### src/rtl/pc_gen.sv
// Fetch-stage program-counter generator with stall-safe pending branch,
// exception/ERET redirect and a small circular return-address stack.
// Latency: next pc registered, 1 cycle; stall holds pc, exc/eret override stall.
module pc_gen #(
  parameter int                    ADDR_WIDTH   = 32,
  parameter logic [ADDR_WIDTH-1:0] RESET_VECTOR = 32'h0000_0000,
  parameter logic [ADDR_WIDTH-1:0] EXC_VECTOR   = 32'h0000_0180,
  parameter int                    STEP         = 4,
  parameter int                    RAS_DEPTH    = 4
) (
  input  logic                  clk,
  input  logic                  rst,
  input  logic                  stall,
  input  logic                  branch_flag,
  input  logic [ADDR_WIDTH-1:0] branch_addr,
  input  logic                  call_flag,
  input  logic                  ret_flag,
  input  logic                  exc_flag,
  input  logic                  eret_flag,
  output logic [ADDR_WIDTH-1:0] pc,
  output logic                  ce,
  output logic [ADDR_WIDTH-1:0] epc,
  output logic                  ras_empty,
  output logic                  ras_full
);

  localparam int PTR_W = $clog2(RAS_DEPTH);
  localparam int CNT_W = $clog2(RAS_DEPTH + 1);
  localparam logic [CNT_W-1:0] CNT_MAX = CNT_W'(RAS_DEPTH);

  logic [ADDR_WIDTH-1:0] pc_q, pc_d;
  logic [ADDR_WIDTH-1:0] epc_q, epc_d;
  logic                  ce_q;
  logic                  pend_vld_q, pend_vld_d;
  logic [ADDR_WIDTH-1:0] pend_addr_q, pend_addr_d;
  logic [PTR_W-1:0]      ras_ptr_q, ras_ptr_d;
  logic [CNT_W-1:0]      ras_cnt_q, ras_cnt_d;
  logic [ADDR_WIDTH-1:0] ras_mem [RAS_DEPTH];

  logic                  push, pop;
  logic [ADDR_WIDTH-1:0] pc_inc;
  logic [ADDR_WIDTH-1:0] ras_top;
  logic                  ras_empty_w;
  logic                  ras_full_w;

  // Sequential increment wraps modulo 2^ADDR_WIDTH by construction.
  assign pc_inc      = pc_q + ADDR_WIDTH'(STEP);
  // ras_ptr_q points at the next free slot, so the top lives one below it.
  assign ras_top     = ras_mem[ras_ptr_q - 1'b1];
  assign ras_empty_w = (ras_cnt_q == '0);
  assign ras_full_w  = (ras_cnt_q == CNT_MAX);

  // Next-pc selection; priority is exc, eret, stall, pending, branch, ret, sequential.
  always_comb begin
    pc_d        = pc_q;
    epc_d       = epc_q;
    pend_vld_d  = pend_vld_q;
    pend_addr_d = pend_addr_q;
    push        = 1'b0;
    pop         = 1'b0;
    if (ce_q) begin
      if (exc_flag) begin
        epc_d      = pc_q;
        pc_d       = EXC_VECTOR;
        pend_vld_d = 1'b0;
      end else if (eret_flag) begin
        pc_d       = epc_q;
        pend_vld_d = 1'b0;
      end else if (stall) begin
        // Remember the branch so it is not lost while fetch is frozen.
        if (branch_flag) begin
          pend_vld_d  = 1'b1;
          pend_addr_d = branch_addr;
        end
      end else if (pend_vld_q) begin
        pc_d       = pend_addr_q;
        pend_vld_d = 1'b0;
      end else if (branch_flag) begin
        pc_d = branch_addr;
        push = call_flag;
      end else if (ret_flag && !ras_empty_w) begin
        pc_d = ras_top;
        pop  = 1'b1;
      end else begin
        pc_d = pc_inc;
      end
    end
  end

  // RAS pointer/count update; a push when full overwrites the oldest entry.
  always_comb begin
    ras_ptr_d = ras_ptr_q;
    ras_cnt_d = ras_cnt_q;
    if (push) begin
      ras_ptr_d = ras_ptr_q + 1'b1;
      if (!ras_full_w) ras_cnt_d = ras_cnt_q + 1'b1;
    end else if (pop) begin
      ras_ptr_d = ras_ptr_q - 1'b1;
      ras_cnt_d = ras_cnt_q - 1'b1;
    end
  end

  // Control state registers, cleared asynchronously.
  always_ff @(posedge clk or negedge rst) begin
    if (!rst) begin
      pc_q        <= RESET_VECTOR;
      ce_q        <= 1'b0;
      epc_q       <= '0;
      pend_vld_q  <= 1'b0;
      pend_addr_q <= '0;
      ras_ptr_q   <= '0;
      ras_cnt_q   <= '0;
    end else begin
      ce_q        <= 1'b1;
      pc_q        <= pc_d;
      epc_q       <= epc_d;
      pend_vld_q  <= pend_vld_d;
      pend_addr_q <= pend_addr_d;
      ras_ptr_q   <= ras_ptr_d;
      ras_cnt_q   <= ras_cnt_d;
    end
  end

  // RAS storage; contents are meaningless while count is zero, so no reset.
  always_ff @(posedge clk) begin
    if (push) ras_mem[ras_ptr_q] <= pc_inc;
  end

  assign pc        = pc_q;
  assign ce        = ce_q;
  assign epc       = epc_q;
  assign ras_empty = ras_empty_w;
  assign ras_full  = ras_full_w;

endmodule

### config.mk
export PLATFORM = sky130hd
export DESIGN_NAME = pc_gen
export DESIGN_NICKNAME = d
export VERILOG_FILES = /design/src/rtl/pc_gen.sv
export SDC_FILE = /design/constraint.sdc
export NUM_CORES = 1
export LEC_CHECK = 0
export ABC_AREA = 1
export CORE_MARGIN = 10
export CORE_UTILIZATION = 60
export CTS_CLUSTER_DIAMETER = 40
export DETAILED_ROUTE_END_ITERATION = 8
export DONT_BUFFER_PORTS = 1
export PLACE_DENSITY = 0.76
export SETUP_SLACK_MARGIN = 0.4
export SYNTH_ARGS = -nofsm -noshare
export SYNTH_HDL_FRONTEND = slang
export SYNTH_SLANG_ARGS = --single-unit
### constraint.sdc
create_clock -name clk -period 9.6 [get_ports clk]
set_clock_uncertainty 0.2 [all_clocks]
set_input_delay 0.48 -clock clk [delete_from_list [all_inputs] [get_ports clk]]
set_output_delay 0.48 -clock clk [all_outputs]
set_load 0.1 [all_outputs]
* Yosys cells after proc, flatten, opt, wreduce, memory -nomap -nowiden
Memory sizes are Yosys's and may differ from the RTL's.
Index checks and enable logic that the tools add are counted.
** Cells by class
- $add $sub $neg :: 5
- Multiply operators :: 0
- Divide/modulo/power cells :: 0
- Magnitude comparators :: 0
- Equal/unequal tests :: 4
- Shift-type cells :: 0
- Muxes and demuxes :: 30
- Bitwise logic cells :: 2
- Reductions and logical operators :: 9
** Operators with widths (count)
- two-way mux 32 bit :: 6
- adder 32 x 3 -> 32 bit, second input constant :: 1
- two-way mux 1 bit :: 19
- two-way mux 3 bit :: 3
- AND reduction 2 bit :: 4
- AND reduction 5 bit :: 1
- two-way mux 2 bit :: 2
- != test 4 x 1 -> 1 bit, second input constant :: 1
- adder 3 x 1 -> 3 bit, second input constant :: 1
- equality test 3 bit, second input constant :: 1
- logical NOT 3 bit :: 1
- != test 3 x 1 -> 1 bit, second input constant :: 1
- subtractor 3 x 1 -> 3 bit, second input constant :: 1
- adder 2 x 1 -> 2 bit, second input constant :: 1
- != test 2 bit, second input constant :: 1
- inverter 1 bit :: 2
- nonzero test 2 bit :: 1
- subtractor 2 x 1 -> 2 bit, second input constant :: 1
- logical AND 1 bit :: 1
- logical NOT 1 bit :: 1
** Word-level totals
- Bits in registers :: 103
- Bits in latches :: 0
- RAM bits :: 128
- Bits in read-only memories :: 0
- Input bits :: 40
- Output and inout bits :: 67
- Memories :: 1
** Memory list
- ras_mem :: words 4, width 32, rd ports 1, clocked after memory_dff 0, write ports 1, RTL line 38 : logic [ADDR_WIDTH-1:0] ras_mem [RAS_DEPTH];

* Longest topological paths before layout
- Word-level depth :: 12
- Mapped depth :: 14

* Least setup slack after synthesis
Ideal clock, no wire load.
- Kind :: reg2reg
- From :: reg ce_q, in the netlist ce
- To :: mem ras_mem[0][0], enable pin
- Library setup time :: 421 ps
- Data arrival time :: 2929 ps
- Slack :: 6050 ps
- Cell stages (with the launch flop) :: 5
- Cell sequence :: dfrtp_1 > nand3_1 > nor2_1 > inv_1 > nor2_1
** On the way
- Longest elaborated chain between the ends :: 3
** RTL lines
- start: declaration :: RTL line 33 : logic ce_q;
- start signal: assignment :: RTL line 107 : ce_q <= 1'b0;
- start signal: assignment :: RTL line 114 : ce_q <= 1'b1;
- two-way mux 1 bit :: RTL line 61 : if (ce_q) begin
- two-way mux 1 bit :: RTL line 126 : if (push) ras_mem[ras_ptr_q] <= pc_inc;
- two-way mux 1 bit (implied by the code) :: RTL line 126
- end: declaration :: RTL line 38
Every way passes these cells.

* Worst setup path in the final report
- From :: reg ras_ptr_q[0]
- To :: reg pc_q[1], in the netlist pc[1]
** On the way
- Longest elaborated chain between the ends :: 8
** RTL lines
- start: declaration :: RTL line 36 : logic [PTR_W-1:0] ras_ptr_q, ras_ptr_d;
- start signal: assignment :: RTL line 119 : ras_ptr_q <= ras_ptr_d;
- subtractor 2 x 1 -> 2 bit :: RTL line 49 : assign ras_top = ras_mem[ras_ptr_q - 1'b1];
- memory read (4 x 32 bit)
- two-way mux 32 bit :: RTL line 81 : end else if (ret_flag && !ras_empty_w) begin
- two-way mux 32 bit :: RTL line 78 : end else if (branch_flag) begin
- two-way mux 32 bit :: RTL line 75 : end else if (pend_vld_q) begin
- two-way mux 32 bit :: RTL line 69 : end else if (stall) begin
- two-way mux 32 bit :: RTL line 66 : end else if (eret_flag) begin
- two-way mux 32 bit :: RTL line 62 : if (exc_flag) begin
- end signal: assignment :: RTL line 115 : pc_q <= pc_d;
- end: declaration :: RTL line 31 : logic [ADDR_WIDTH-1:0] pc_q, pc_d;
Every way passes these cells. The select of a mux whose other input is x is not followed.
A chain may end at the register's enable or synchronous reset.

==> metrics.md <==
| Metric | Value |
|---|---|
| Critical path cell sequence | `buf_4 -> inv_2 -> ha_1 -> buf_4 -> inv_1 -> o21ai_0 -> o22ai_1 -> nand2_1 -> o211ai_1 -> nand3b_1 -> nand2_1` |
| Vias | `8948` |
| Die W | `155 um` |
| Sink Count | `231` |
| GRT Util Overall | `roughly a quarter` |
| Max Transition Viols Final | `0` |
| Global-route wire length before repair | `~50000 um` |
| Largest net degree at the start of global routing | `104` |
| Router iterations before antenna repair | `7` |
| Power density over the cells | `277 mW/mm2` |
| Power Total | `3.43 mW` |
| Worst slew pin tran | `about 1.3 ns` |
| Design area | `0.0124 mm2` |
| CTS tree | `done` |
| Vias in the first global route | `8647` |
| Fraction of layout cells with a size suffix above 1 | `8.86%` |
| Netlist cell types | `40` |
| WHS | `0.0262 ns` |
| R2R setup slack | `5.92 ns` |
| Core area | `~0.018 mm2` |
| Final Setup Violations | `0` |
| Worst VDD drop | `253 uV` |
| Max incr delay on CP | `about 0.99 ns` |
| Avg Inst Size Synth | `9.28 um2` |
| Leakage Power | `~5.2 nW` |
| Crit Path Max Fanout | `just under 70` |
| Max Cap Violations | `0` |
| Worst-skew pair later-pin latency | `0.57 ns` |
| Crit Reg-Reg Endpoint | `pc[1]$_DFFE_PN0P_` |
| Die ar. | `between 0.02 and 0.025 mm2` |
| Via density | `6.18` |
| Number of synthesized register bits | `around 230` |
| Routed wire length | `roughly 33000 um` |
| R2r startpoint | `ras_ptr_q[0]$_DFFE_PN0P_` |
| Placement Rows | `49` |
| Non-Filler Instances | `1448` |
| Final Core Density | `69.3%` |
| H-tree levels | `1` |
| WP data arrival | `approximately 4.0 ns` |
| Ports | `107` |
| Crit path buf inv count | `4` |
| Setup TNS | `0 ns` |
| Crit path time final | `approximately 3.7 ns` |
| Max Root-Sink Buffers | `3` |
| DR WL/cell | `22.7 um` |
| Syn Inst Count | `between 1000 and 1500` |
| Routed Antenna Nets | `0` |
| DRC violations left | `0` |
| Final hold viol count | `0` |
| Rel. slew slack | `13.3%` |
| Antenna diode instance count | `0` |
| Critical Path End | `pc[1]$_DFFE_PN0P_` |
| Register area share after synthesis | `59.1%` |
| Crit. End Element | `register` |
| Port bufs | `0` |
| Syn-to-layout area delta | `14.3%` |
| Crit path from | `ras_ptr_q[0]$_DFFE_PN0P_` |
| Synthesized Nets | `about 1200` |
| CP delay by family, top | `buffers and inverters` |
| Syn Std Cell Area | `0.0109 mm2` |
| CTS clk-pin slew, worst paths | `0.06 ns` |
| Nets | `1242` |
| Initial DRC count | `about 970` |
| CTS root buf | `clkbuf_16` |
| Filler cell count | `1319` |
| RePlAce Congestion | `about 0.93` |
| R2r worst-path depth | `11` |
| CP Depth | `11` |
| Die height | `around 150 um` |
| Cts bufs inserted | `29` |
| Inst Count DP | `1358` |
| GRT overflow | `0` |
| Worst Setup Path Type | `register to register` |
| Period utilization | `38.4%` |
| F_max | `0.272 GHz` |
| Setup bufs post-CTS | `0` |
| Crit path max-delay cell type | `inv_1` |
| Synth warn | `0` |
| Startpoint Class | `register` |
| Post-DP Area | `between 0.01 and 0.015 mm2` |
| Req. time, crit path | `9.88 ns` |
| Outcome | `finished, final reports clean` |
| DP Worst Slack | `5.99 ns` |
| Setup ws final | `about 5.9 ns` |
| RSZ-0062 raised after global routing | `no` |
| Initial antenna violation count | `0` |
| Initial core utilization | `around 61%` |
| Hpwl dp | `between 20000 and 25000 um` |
| Hold Crit Class | `input pin to register` |
-- tightest hold or removal path: stages --
cell,delay (ns)
nor2_2,0.04
nand4_4,0.11
o211ai_1,0.09
-- area by class of cell --
cell class	instances	area, um2	share of cell area, %
clock buffers	32	737	5.94
multi-input cells	778	3770	30.4
flip-flops and latches	231	6420	51.8
inverters	102	385	3.11
well taps	229	287	2.31
repair buffers	54	513	4.13
clock inverters	22	294	2.37
-- how the worst min path moves through the flow --
| stage | startpoint | endpoint | slack [ns] | cells after the start |
|---|---|---|---|---|
| final | exc_flag | ras_ptr_q[1]$_DFFE_PN0P_ | 0.03 | 3 |
| after global routing | branch_addr[17] | pend_addr_q[17]$_DFFE_PN0P_ | 0.02 | 2 |
| after CTS | branch_addr[17] | pend_addr_q[17]$_DFFE_PN0P_ | 0.01 | 2 |
| after detailed placement | rst | epc[0]$_DFFE_PN0P_ | -0.01 | 0 |
| after global placement | rst | epc[1]$_DFFE_PN0P_ | -0.01 | 0 |
| after floorplan | rst | ce$_DFF_PN0_ | -0.02 | 0 |
-- logic make-up after synthesis --
kind of cell             synth area share [%]
multiplexers                            0.933
flip-flops                               59.1
buffers and inverters                    6.29
AND/OR/NAND/NOR                          20.9
AO/OA/AOI/OAI                            10.7
XOR/XNOR                                 1.21
adder cells (fa/ha/maj)                 0.760
other                                  0.0345
-- placed cells by master (no fill, tap or decap), drive strengths merged, types with 10 or more instances in the layout --
cell type and count:
nand2 330, edfxtp 128, o21ai 118, nor2 108, inv 107, dfrtp 103, nand3 68, a21oi 45
dlygate4sd3 35, clkbuf 32, o22ai 27, buf 19, xor2 14, a31oi 12, clkinv 11, and2 10
-- state kept, by name, summed over array words and instances (netlist names) --
signal,cells
ce,1
epc,32
pc,32
pend_addr_q,32
pend_vld_q,1
ras_cnt_q,3
ras_mem,128
ras_ptr_q,2
-- layer usage --
| layer | part of all wire [%] | track usage (%) | vias to the layer above | wire [um] |
|---|---|---|---|---|
| li1 | - | - | 3961 | - |
| met1 | 37 | 33.6 | 4300 | 12100 |
| met2 | 47 | 42.5 | 582 | 15600 |
| met3 | 10 | 5.80 | 105 | 3440 |
| met4 | 5.3 | 13.9 | 0 | 1730 |
| met5 | 0 | 0 | - | 0 |
-- power breakdown --
group	leakage [nW]	switching [mW]	internal, mW
registers	2.49	0.364	1.14
clock network	0.511	0.441	0.723
logic	2.20	0.546	0.222
total	5.20	1.35	2.08
-- repair_timing --
| item | 4_1_cts | 5_1_grt |
|---|---|---|
| hold endpoints to repair | 145 | 0 |
| hold buffers | 36 | 0 |
| gates resized for setup | 0 | 0 |
-- cell usage after synthesis (all sizes together) --
cell | n | share of area (%)
o22ai | 27 | 1.6
o211ai | 3 | 0.21
xnor2 | 1 | 0.081
conb | 1 | 0.035
ha | 5 | 0.58
mux2 | 9 | 0.93
nand3b | 3 | 0.32
xor2 | 14 | 1.1
a22oi | 9 | 0.62
a31oi | 12 | 0.69
nor3 | 4 | 0.39
a21oi | 45 | 2.1
nor2 | 108 | 4.3
dfrtp | 103 | 24
o21ai | 118 | 5.4
inv | 101 | 3.5
clkbuf | 26 | 0.90
edfxtp | 128 | 35
nand3 | 68 | 3.2
clkinv | 1 | 0.035
buf | 32 | 1.8
a221oi | 2 | 0.16
and2 | 10 | 0.58
fa | 1 | 0.18
dlygate4sd1 | 1 | 0.081
nand2 | 330 | 12
nand4 | 8 | 0.60
No activity file was read; power rests on OpenSTA's default activity.
